`src/rtl/sprite_frame_scheduler.sv`:
```
// Per-frame sprite sequencer: on each frame boundary waits for the framebuffer
// clear, then pops sprite commands from the FWFT queue one at a time and hands
// each to the blitter with a start/done handshake until the queue is empty or
// the per-frame cap is reached.
//
// state      | meaning
// -----------+-----------------------------------------------------------
// IDLE       | out of reset, waiting for the first frame edge
// SETTLE     | counting down SETTLE_CYCLES after the frame edge
// CLEARWAIT  | waiting for fb_resetting to drop
// FETCH      | decide: cap reached / queue empty -> DONE, else pop and latch
// ISSUE      | sprite latched, waiting for blit_busy low to pulse blit_start
// WAIT       | blit running, waiting for blit_done
// DONE       | frame's work finished, waiting for the next frame edge
module sprite_frame_scheduler #(
    parameter int MAX_SPRITES   = 64,
    parameter int SETTLE_CYCLES = 2
) (
    input  logic        clock,
    input  logic        reset,
    input  logic        frame_sync,
    input  logic        fb_resetting,
    output logic        q_dequeue,
    input  logic        q_is_empty,
    input  logic [7:0]  q_sprite_id,
    input  logic [15:0] q_sprite_x,
    input  logic [15:0] q_sprite_y,
    input  logic [7:0]  q_sprite_scale,
    output logic        blit_start,
    output logic [7:0]  blit_id,
    output logic [15:0] blit_x,
    output logic [15:0] blit_y,
    output logic [7:0]  blit_scale,
    input  logic        blit_busy,
    input  logic        blit_done,
    output logic        frame_active,
    output logic [7:0]  sprites_drawn,
    output logic [7:0]  sprites_dropped,
    output logic        overrun
);

    typedef enum logic [2:0] {
        S_IDLE,
        S_SETTLE,
        S_CLEARWAIT,
        S_FETCH,
        S_ISSUE,
        S_WAIT,
        S_DONE
    } state_t;

    localparam int CNT_W = $clog2(SETTLE_CYCLES + 1);
    localparam logic [CNT_W-1:0] SETTLE_LOAD = CNT_W'(SETTLE_CYCLES);
    localparam logic [7:0]       MAX_CAP     = 8'(MAX_SPRITES);

    state_t           state_q, state_d;
    logic [CNT_W-1:0] settle_q, settle_d;
    logic             frame_sync_q, frame_sync_d;
    logic             pending_q, pending_d;
    logic             q_dequeue_q, q_dequeue_d;
    logic             blit_start_q, blit_start_d;
    logic [7:0]       blit_id_q, blit_id_d;
    logic [15:0]      blit_x_q, blit_x_d;
    logic [15:0]      blit_y_q, blit_y_d;
    logic [7:0]       blit_scale_q, blit_scale_d;
    logic             frame_active_q, frame_active_d;
    logic [7:0]       drawn_q, drawn_d;
    logic [7:0]       dropped_q, dropped_d;
    logic             overrun_q, overrun_d;

    logic             frame_edge;
    logic             restart;

    assign frame_edge = frame_sync & ~frame_sync_q;

    // Next-state and registered-output computation for the scheduler FSM.
    always_comb begin
        state_d        = state_q;
        settle_d       = settle_q;
        frame_sync_d   = frame_sync;
        pending_d      = pending_q;
        q_dequeue_d    = 1'b0;
        blit_start_d   = 1'b0;
        blit_id_d      = blit_id_q;
        blit_x_d       = blit_x_q;
        blit_y_d       = blit_y_q;
        blit_scale_d   = blit_scale_q;
        frame_active_d = frame_active_q;
        drawn_d        = drawn_q;
        dropped_d      = dropped_q;
        overrun_d      = overrun_q;
        restart        = 1'b0;

        case (state_q)
            S_IDLE, S_DONE: begin
                if (frame_edge) begin
                    state_d        = S_SETTLE;
                    settle_d       = SETTLE_LOAD;
                    drawn_d        = 8'd0;
                    frame_active_d = 1'b1;
                    pending_d      = 1'b0;
                end
            end
            S_SETTLE: begin
                if (frame_edge) begin
                    restart = 1'b1;
                end else if (settle_q <= CNT_W'(1)) begin
                    settle_d = '0;
                    state_d  = S_CLEARWAIT;
                end else begin
                    settle_d = settle_q - CNT_W'(1);
                end
            end
            S_CLEARWAIT: begin
                if (frame_edge) begin
                    restart = 1'b1;
                end else if (!fb_resetting) begin
                    state_d = S_FETCH;
                end
            end
            S_FETCH: begin
                if (frame_edge) begin
                    restart = 1'b1;
                end else if (drawn_q == MAX_CAP || q_is_empty) begin
                    // Anything left in the queue waits for the next frame.
                    state_d        = S_DONE;
                    frame_active_d = 1'b0;
                end else begin
                    q_dequeue_d  = 1'b1;
                    blit_id_d    = q_sprite_id;
                    blit_x_d     = q_sprite_x;
                    blit_y_d     = q_sprite_y;
                    blit_scale_d = q_sprite_scale;
                    state_d      = S_ISSUE;
                end
            end
            S_ISSUE: begin
                if (frame_edge) begin
                    // The latched sprite was never started, so it is lost.
                    if (dropped_q != 8'hFF) begin
                        dropped_d = dropped_q + 8'd1;
                    end
                    restart = 1'b1;
                end else if (!blit_busy) begin
                    blit_start_d = 1'b1;
                    state_d      = S_WAIT;
                end
            end
            S_WAIT: begin
                // A running blit is never aborted; a late frame edge is
                // remembered and acted on once the blitter reports done.
                if (frame_edge) begin
                    overrun_d = 1'b1;
                    pending_d = 1'b1;
                end
                if (blit_done) begin
                    if (pending_q || frame_edge) begin
                        restart = 1'b1;
                    end else begin
                        drawn_d = drawn_q + 8'd1;
                        state_d = S_FETCH;
                    end
                end
            end
            default: begin
                state_d = S_IDLE;
            end
        endcase

        if (restart) begin
            state_d        = S_SETTLE;
            settle_d       = SETTLE_LOAD;
            drawn_d        = 8'd0;
            frame_active_d = 1'b1;
            overrun_d      = 1'b1;
            pending_d      = 1'b0;
        end
    end

    // State and output registers with synchronous active-low reset.
    always_ff @(posedge clock) begin
        if (!reset) begin
            state_q        <= S_IDLE;
            settle_q       <= '0;
            frame_sync_q   <= 1'b0;
            pending_q      <= 1'b0;
            q_dequeue_q    <= 1'b0;
            blit_start_q   <= 1'b0;
            blit_id_q      <= 8'd0;
            blit_x_q       <= 16'd0;
            blit_y_q       <= 16'd0;
            blit_scale_q   <= 8'd0;
            frame_active_q <= 1'b0;
            drawn_q        <= 8'd0;
            dropped_q      <= 8'd0;
            overrun_q      <= 1'b0;
        end else begin
            state_q        <= state_d;
            settle_q       <= settle_d;
            frame_sync_q   <= frame_sync_d;
            pending_q      <= pending_d;
            q_dequeue_q    <= q_dequeue_d;
            blit_start_q   <= blit_start_d;
            blit_id_q      <= blit_id_d;
            blit_x_q       <= blit_x_d;
            blit_y_q       <= blit_y_d;
            blit_scale_q   <= blit_scale_d;
            frame_active_q <= frame_active_d;
            drawn_q        <= drawn_d;
            dropped_q      <= dropped_d;
            overrun_q      <= overrun_d;
        end
    end

    assign q_dequeue       = q_dequeue_q;
    assign blit_start      = blit_start_q;
    assign blit_id         = blit_id_q;
    assign blit_x          = blit_x_q;
    assign blit_y          = blit_y_q;
    assign blit_scale      = blit_scale_q;
    assign frame_active    = frame_active_q;
    assign sprites_drawn   = drawn_q;
    assign sprites_dropped = dropped_q;
    assign overrun         = overrun_q;

endmodule

```
`config.mk`:
```
export PLATFORM = sky130hd
export DESIGN_NAME = sprite_frame_scheduler
export DESIGN_NICKNAME = d
export VERILOG_FILES = /design/src/rtl/sprite_frame_scheduler.sv
export SDC_FILE = /design/constraint.sdc
export NUM_CORES = 1
export LEC_CHECK = 0
export CAP_MARGIN = 20
export CORE_MARGIN = 3
export CORE_UTILIZATION = 47
export CTS_CLUSTER_DIAMETER = 50
export DETAILED_ROUTE_END_ITERATION = 8
export PLACE_DENSITY = 0.82
export SLEW_MARGIN = 20
export SYNTH_ARGS = -nofsm -noshare
export SYNTH_HDL_FRONTEND = slang
export SYNTH_SLANG_ARGS = --single-unit
export TNS_END_PERCENT = 20
```
`constraint.sdc`:
```
create_clock -name clock -period 2.9 [get_ports clock]
set_input_delay 0.435 -clock clock [delete_from_list [all_inputs] [get_ports clock]]
set_output_delay 0.435 -clock clock [all_outputs]
set_load 0.02 [all_outputs]
```
==> impl_metrics.yaml, run 1 <==
placed_design:
  dp_hpwl_um: 5920
  portBuffers: 122
  pre_cts_ws_ps: 442
  place_congestion: 0.905
  dp_cells: 553
pwr:
  powerDensity_nw_per_um2: 494
  switching_power_uw: 525
  irDropWorstVdd_uv: 330
  p_comb_share_pct: 11.5
  p_clk_share_pct: 40.1
  power.static_leakage_nw: 1.54
  p_sw_share_pct: 23.4
  p_int_mw: 1.72
  power_frac_seq_pct: 48.4
logic_synthesis:
  synth_top_area_share_pct: 48.5
  netlist_area_sq_um: 3100
  ys_seq_area_share_pct: 48.5
  ys.flop_type: "dfxtp_1"
  synth_warnings: 0
  syn_inst: 376
  postSynthAreaPerCell_sq_um: 8.24
  synth_edf_count: 0
  synth.most_common_cell: "nand2_1"
  synth-seq-cells: 75
  yosysTopAreaCell: "dfxtp_1"
  syn-num-nets: 434
  synth.top_cells.by_area: "dfxtp_1, nand2_1, a21oi_1"
  yosysUniqueCellTypes: 51
  ys_async_sr_fraction_pct: 0
  synth_common_cells: "nand2_1, dfxtp_1, a21oi_1"
timing:
  worstMarginPinSlew_ps: 713
  grt_setup_unrepaired: "false"
  maxSlewViolCount: 0
  period_needed_ps: 2140
  relSlewSlack_pct: 52.0
  skew_ps: 6.67
  hold_ws_ps: 453
  setup_tns_ps: 0
  finalHoldViolCount: 0
  setup_viol: 0
  fin_crit_sh_pct: 73.7
  max_freq_mhz: 468
  finalWorstSetupSlack_ps: 763
global_route:
  grt_usage_pct: 22.3
  grt_overflow: 0
  grt_max_degree: 50
  antenna_found_initial: 0
  grt_pass1_vias: 2823
  grt_pass1_wl_um: 13500
worst_hold_path:
  hold_depth: 2
  min_path_type: "flop to flop"
run:
  maxCapViolations: 0
drt:
  drc: 0
  route.antenna.remaining_nets: 0
  vias: 3018
  drt-pass1-iter-count: 4
  routed_wl_um: 8480
  drtIter0Drc: 125
  wl_per_cell_um: 14.9
  vias_per_cell: 5.30
critical_path:
  endpoint: "state_q[1]"
  worstSetupPathType: "primary input to flop"
  critPathMaxFanout: 10
  start_kind: "primary input"
  r2r_cells: 5
  cp.arrival_ps: 2320
  rrSetupSlack_ps: 770
  crit_path_start: "frame_sync"
  r2r-start: "state_q[0]"
  required_ps: 3080
  reg2reg_to: "sprites_drawn[4]"
  critPathCaptureType: "flop"
clock_network:
  numCtsBuffers: 9
  cts.sinks: 75
  cts_setup_buffers: 0
  path_clk_slew_ps: 80
  root_buffer: "clkbuf_8"
  tritoncts: "done"
  ctsHoldBuffers: 0
  clockBufferDepth: 2
  cts_resized: 0
  htree_num_levels: 3
  clk_latency_ps: 330
run_status:
  status: "finished, final reports clean"
floorplan:
  dieArea_sq_um: 7600
  die_y_um: 87.2
  core-area_sq_um: 6130
  initial_core_util_pct: 50.5
  std_cell_rows: 28
  die_w_um: 87.2
  boundaryPins: 123
final_layout:
  drive_above_1_share_pct: 5.06
  nets: 547
  antenna_cells: 0
  fin_cells: 569
  fin_util_pct: 74.1
  syn_to_final_growth_pct: 46.7
==> routing by layer <==
metal	vias up	GRT usage [%]	share of wire [%]
met1	1378	28.3	41
met2	128	37.1	49
met4	0	8.65	2.1
met5	-	0	0
met3	13	4.73	7.8
li1	1499	-	-
==> kinds of logic (layout without fill, tap and decap cells) <==
kind of cell,count (synthesis),after routing,share of synthesized area [%]
simple gates,173,173,25.5
fa+ha+maj,4,4,1.54
flops,75,75,48.5
xor+xnor,11,11,3.11
buf+inv,29,147,4.69
mux,1,1,0.323
compound gates,83,83,16.4
==> per-stage QoR <==
stage	power [mW]	cell area, sq um
floorplan	1.25	3100
global placement	1.36	4320
detailed placement	1.37	4320
CTS	2.26	4540
global route	2.34	4540
finish	2.25	4540
==> placed cells by master, fill, tap and decap left out, types with 3 or more instances in the layout <==
master and instances:
clkdlybuf4s50_1 122, nor2b_1 3, nand2_1 110, nor2_1 16
nor3_1 4, and2_1 3, inv_1 4, dfxtp_1 75
xor2_1 8, o21a_1 3, nand3_1 8, a21oi_1 57
nand4_1 8, nand2b_1 4, o21ai_0 8, xnor2_1 3
clkbuf_8 11, buf_4 4, ha_1 3
==> worst max-delay path, cell delays in order <==
cell	delay (ps)
clkdlybuf4s50_1	490
nor2b_1	520
a41oi_1	140
o21ai_0	640
a21oi_1	100
==> power by group through the flow <==
stage          Combinational [mW]  Sequential [mW]  Clock (mW)
3_3_place_gp                0.253             1.11           0
5_1_grt                     0.281             1.09       0.966
2_1_floorplan               0.148             1.10           0
6_report                    0.258             1.09       0.901
3_5_place_dp                0.256             1.11           0
4_1_cts                     0.258             1.09       0.919
==> state kept, by name (all words and copies together) (netlist names) <==
name,flops
blit_x,16
blit_y,16
blit_id,8
blit_scale,8
sprites_drawn,8
sprites_dropped,8
state_q,3
settle_q,2
blit_start,1
frame_active,1
frame_sync_q,1
overrun,1
pending_q,1
q_dequeue,1
==> area by class of cell <==
class | count | area (sq um)
Inverter | 5 | 18.8
Clock buffer | 12 | 155
Tap cell | 75 | 93.8
Fill cell | 455 | 1590
Timing Repair Buffer | 126 | 1250
Clock inverter | 4 | 72.6
Multi-Input combinational cell | 272 | 1450
Sequential cell | 75 | 1500
==> worst min-delay path by stage <==
stage / end / from
finish: blit_y[0] / blit_y[0]
detailed placement: blit_x[7] / blit_x[7]
global route: blit_x[7] / blit_x[7]
floorplan: settle_q[0] / settle_q[0]
CTS: blit_id[0] / blit_id[0]
global placement: blit_x[3] / blit_x[3]
No activity file was read; power rests on OpenSTA's default activity.
==> run 2: changes to the inputs <==
--- a/config.mk
+++ b/config.mk
@@ -7,10 +7,10 @@
 export LEC_CHECK = 0
 export CAP_MARGIN = 20
 export CORE_MARGIN = 3
-export CORE_UTILIZATION = 47
+export CORE_UTILIZATION = 43
 export CTS_CLUSTER_DIAMETER = 50
 export DETAILED_ROUTE_END_ITERATION = 8
-export PLACE_DENSITY = 0.82
+export PLACE_DENSITY = 0.75
 export SLEW_MARGIN = 20
 export SYNTH_ARGS = -nofsm -noshare
 export SYNTH_HDL_FRONTEND = slang
==> constraint.sdc (replaced) <==
create_clock -name clock -period 2 [get_ports clock]
set_input_delay 0.3 -clock clock [delete_from_list [all_inputs] [get_ports clock]]
set_output_delay 0.3 -clock clock [all_outputs]
set_load 0.02 [all_outputs]
==> impl_metrics.yaml, run 2 (synthesized netlist as in run 1, its figures left out) <==
run_status:
  status: "finished, final reports clean"
critical_path:
  cp.arrival_ps: 2080
  r2r_cells: 7
  r2r-start: "sprites_drawn[1]"
  reg2reg_to: "blit_scale[3]"
  worstSetupPathType: "flop to flop"
  rrSetupSlack_ps: 180
  start_kind: "flop"
  critPathMaxFanout: 47
  critPathCaptureType: "flop"
  required_ps: 2260
global_route:
  antenna_found_initial: 0
  grt_max_degree: 50
  grt_pass1_vias: 2915
  grt_usage_pct: 21.1
  grt_overflow: 0
  grt_pass1_wl_um: 14200
worst_hold_path:
  min_path_type: "flop to flop"
  hp-start: "blit_x[13]"
  hold_depth: 2
  min_to: "blit_x[13]"
pwr:
  p_sw_share_pct: 24.0
  p_clk_share_pct: 38.2
  fin_total_pwr_mw: 3.23
  power.static_leakage_nw: 1.62
  irDropWorstVdd_uv: 435
  p_comb_share_pct: 13.2
  p_int_mw: 2.45
  power_frac_seq_pct: 48.6
  powerDensity_nw_per_um2: 687
  switching_power_uw: 773
clock_network:
  numCtsBuffers: 9
  tritoncts: "done"
  clk_latency_ps: 340
  cts.sinks: 75
  path_clk_slew_ps: 70
  htree_num_levels: 3
  clockBufferDepth: 2
  root_buffer: "clkbuf_8"
timing:
  worstMarginPinSlew_ps: 500
  hold_ws_ps: 454
  period_needed_ps: 1820
  fin_crit_sh_pct: 91.2
  maxSlewViolCount: 0
  grt_setup_unrepaired: "false"
  setup_viol: 0
  skew_ps: 8.46
  max_freq_mhz: 548
  relSlewSlack_pct: 66.6
  finalHoldViolCount: 0
floorplan:
  die_w_um: 90.9
  die_y_um: 90.9
  initial_core_util_pct: 44.8
  std_cell_rows: 30
  core-area_sq_um: 6910
  dieArea_sq_um: 8260
  boundaryPins: 123
placed_design:
  dp_cells: 589
  portBuffers: 122
  dp_hpwl_um: 6170
  place_congestion: 0.852
final_layout:
  final.fill_count: 608
  fin_cells: 604
  syn_to_final_growth_pct: 51.7
  layout_commonest_cell: "clkdlybuf4s50_1"
  drive_above_1_share_pct: 8.27
  nets: 562
  most-common-layout-cells: "clkdlybuf4s50_1, nand2_1, dfxtp_1"
  antenna_cells: 0
drt:
  vias_per_cell: 5.13
  wl_per_cell_um: 14.4
  route.antenna.remaining_nets: 0
  drc: 0
  vias: 3098
  drtIter0Drc: 162
  drt-pass1-iter-count: 4
  routed_wl_um: 8680
run:
  maxCapViolations: 0
run 2: cell types whose count changed in the layout (fill, tap and decap cells not counted), sizes merged:
| cell | change |
|---|---|
| clkbuf | -2 |
| buf | +15 |
| clkinv | +2 |
| clkinvlp | -1 |
run 2: metrics by stage:
stage	worst slack, ps	area [sq um]	setup TNS, ps	util (%)
after detailed placement	-27.9	4480	-62.3	64.9
after CTS	131	4690	0	67.8
after floorplan	251	3100	0	-
final	176	4700	0	68.0
after global routing	28.4	4700	0	68.0
after global placement	-3.93	4480	-3.93	64.9
run 2: how the worst max path moves through the flow:
stage                       endpoint  depth (start not counted)  slack, ps             start
finish                 blit_scale[3]                          7        180  sprites_drawn[1]
CTS                    blit_scale[3]                          7        130  sprites_drawn[1]
floorplan                  blit_x[3]                          8        250  sprites_drawn[0]
global placement    sprites_drawn[7]                          5         -4        frame_sync
global route           blit_scale[3]                          7         30  sprites_drawn[1]
detailed placement  sprites_drawn[5]                          6        -30        frame_sync
run 2: repair_timing:
item,CTS,global route
hold buffers,0,0
endpoints found under the setup margin,0,3
buffers inserted,0,0
hold endpoints to repair,0,0
resized for setup,0,4
run 2: area by class of cell:
type / instances / area, sq um / area share, %
clock buffers: 10 / 128 / 2.72
clock inverters: 5 / 78.8 / 1.68
inverters: 5 / 18.8 / 0.400
multi-input cells: 272 / 1460 / 31.1
flip-flops and latches: 75 / 1500 / 32.0
well taps: 96 / 120 / 2.56
repair buffers: 141 / 1390 / 29.6
run 2: power by group through the flow:
stage / clock network, mW / logic [mW] / registers, mW
global route: 1.32 / 0.461 / 1.57
finish: 1.23 / 0.427 / 1.57
global placement: 0 / 0.416 / 1.60
detailed placement: 0 / 0.422 / 1.60
floorplan: 0 / 0.215 / 1.59
CTS: 1.26 / 0.426 / 1.56
run 2: worst max-delay path, stage by stage (launching register included):
cell and delay, ps:
dfxtp_1 400, inv_1 80, ha_1 190, a41oi_2 290
and4_4 310, buf_12 220, nand2_1 80, a21oi_1 150
run 2: routing by layer:
layer,track usage (%),vias up,share of wire (%)
li1,-,1531,-
met1,26.1,1463,44
met2,35.8,88,50
met3,3.83,16,4.9
met4,9.05,0,1.9
met5,0,-,0
==> run 3: changes to the inputs <==
--- a/config.mk
+++ b/config.mk
@@ -10,7 +10,7 @@
 export CORE_UTILIZATION = 43
 export CTS_CLUSTER_DIAMETER = 50
 export DETAILED_ROUTE_END_ITERATION = 8
-export PLACE_DENSITY = 0.75
+export PLACE_DENSITY = 0.79
 export SLEW_MARGIN = 20
 export SYNTH_ARGS = -nofsm -noshare
 export SYNTH_HDL_FRONTEND = slang
==> impl_metrics.yaml, run 3 (synthesized netlist as in run 1, its figures left out) <==
run_status:
  status: "finished, final reports clean"
final_layout:
  drive_above_1_share_pct: 7.52
  finish.instance_area_sq_um: 4640
  layout_commonest_cell: "clkdlybuf4s50_1"
  syn_to_final_growth_pct: 50.0
  antenna_cells: 0
  fin_util_pct: 67.2
  most-common-layout-cells: "clkdlybuf4s50_1, nand2_1, dfxtp_1"
  nets: 558
timing:
  skew_ps: 12.4
  setup_viol: 0
  finalHoldViolCount: 0
  maxSlewViolCount: 0
  fin_crit_sh_pct: 94.6
  period_needed_ps: 1890
  worstMarginPinSlew_ps: 564
  max_freq_mhz: 528
  relSlewSlack_pct: 62.3
  grt_setup_unrepaired: "false"
  setup_tns_ps: 0
global_route:
  antenna_found_initial: 0
  grt_max_degree: 49
  grt_overflow: 0
  grt_pass1_wl_um: 13500
  grt_usage_pct: 19.9
  grt_pass1_vias: 2891
critical_path:
  start_kind: "flop"
  worstSetupPathType: "flop to flop"
  required_ps: 2240
  r2r_cells: 6
  critPathMaxFanout: 11
  cp.arrival_ps: 2130
  critPathCaptureType: "flop"
floorplan:
  std_cell_rows: 30
  boundaryPins: 123
  die_w_um: 90.9
  initial_core_util_pct: 44.8
  core-area_sq_um: 6910
  die_y_um: 90.9
  dieArea_sq_um: 8260
clock_network:
  htree_num_levels: 3
  ctsHoldBuffers: 0
  cts.sinks: 75
  numCtsBuffers: 9
  cts_setup_buffers: 0
  clk_latency_ps: 350
  tritoncts: "done"
  path_clk_slew_ps: 80
  cts_resized: 0
  clockBufferDepth: 2
  root_buffer: "clkbuf_8"
drt:
  drtIter0Drc: 108
  route.antenna.remaining_nets: 0
  wl_per_cell_um: 13.6
  vias: 3049
  routed_wl_um: 8200
  drt-pass1-iter-count: 5
  drc: 0
  vias_per_cell: 5.07
placed_design:
  dpl_cell_area_sq_um: 4450
  place_congestion: 0.929
  portBuffers: 122
  dp_hpwl_um: 5910
worst_hold_path:
  hold_depth: 2
  min_path_type: "flop to flop"
pwr:
  irDropWorstVdd_uv: 494
  powerDensity_nw_per_um2: 657
  power.static_leakage_nw: 1.59
run:
  maxCapViolations: 0
## run 3: cell types whose count changed in the layout (fill, tap and decap cells not counted), sizes merged
cell	change
buf	-4
bufinv	-2
clkbuf	-1
clkinvlp	+1
inv	+3
## run 3: cell type report
cell class | instances | area [sq um]
inverter | 5 | 18.8
clock inverter | 7 | 58.8
timing repair buffer | 137 | 1360
tap | 96 | 120
fill | 606 | 2260
sequential | 75 | 1500
multi-input combinational | 272 | 1460
clock buffer | 9 | 124
## run 3: worst paths after layout
kind / start / to / slack (ps)
worst max-delay path: state_q[2] / sprites_drawn[5] / 110
worst min-delay path: blit_y[15] / blit_y[15] / 460
worst max register to register: state_q[2] / sprites_drawn[5] / 110
worst min register to register: blit_y[15] / blit_y[15] / 460
## run 3: metal layers
layer / up-vias / global-route usage (%) / wire [um]
li1: 1523 / - / -
met1: 1394 / 25.4 / 3750
met3: 21 / 4.08 / 441
met4: 0 / 11.1 / 239
met5: - / 0 / 0
met2: 111 / 31.4 / 3770
## run 3: worst max-delay path: stages, from the launching register on
cell     delay (ps)
dfxtp_1         510
buf_4           240
xor2_1          380
o32ai_2         250
nand3_1         180
xor2_1          160
nor2_1           60
## run 3: metrics by stage
step,power [mW],instances,hold WS (ps),setup WS (ps)
after floorplan,1.81,376,379,251
after global placement,2.00,585,441,-25.1
after detailed placement,2.01,585,446,-87.2
after CTS,3.08,601,458,145
after global routing,3.19,601,477,43.2
final,3.05,601,455,108
## run 3: power breakdown
group | switching (mW) | internal [mW]
Clock | 0.600 | 0.469
Sequential | 0.0390 | 1.52
Combinational | 0.193 | 0.226
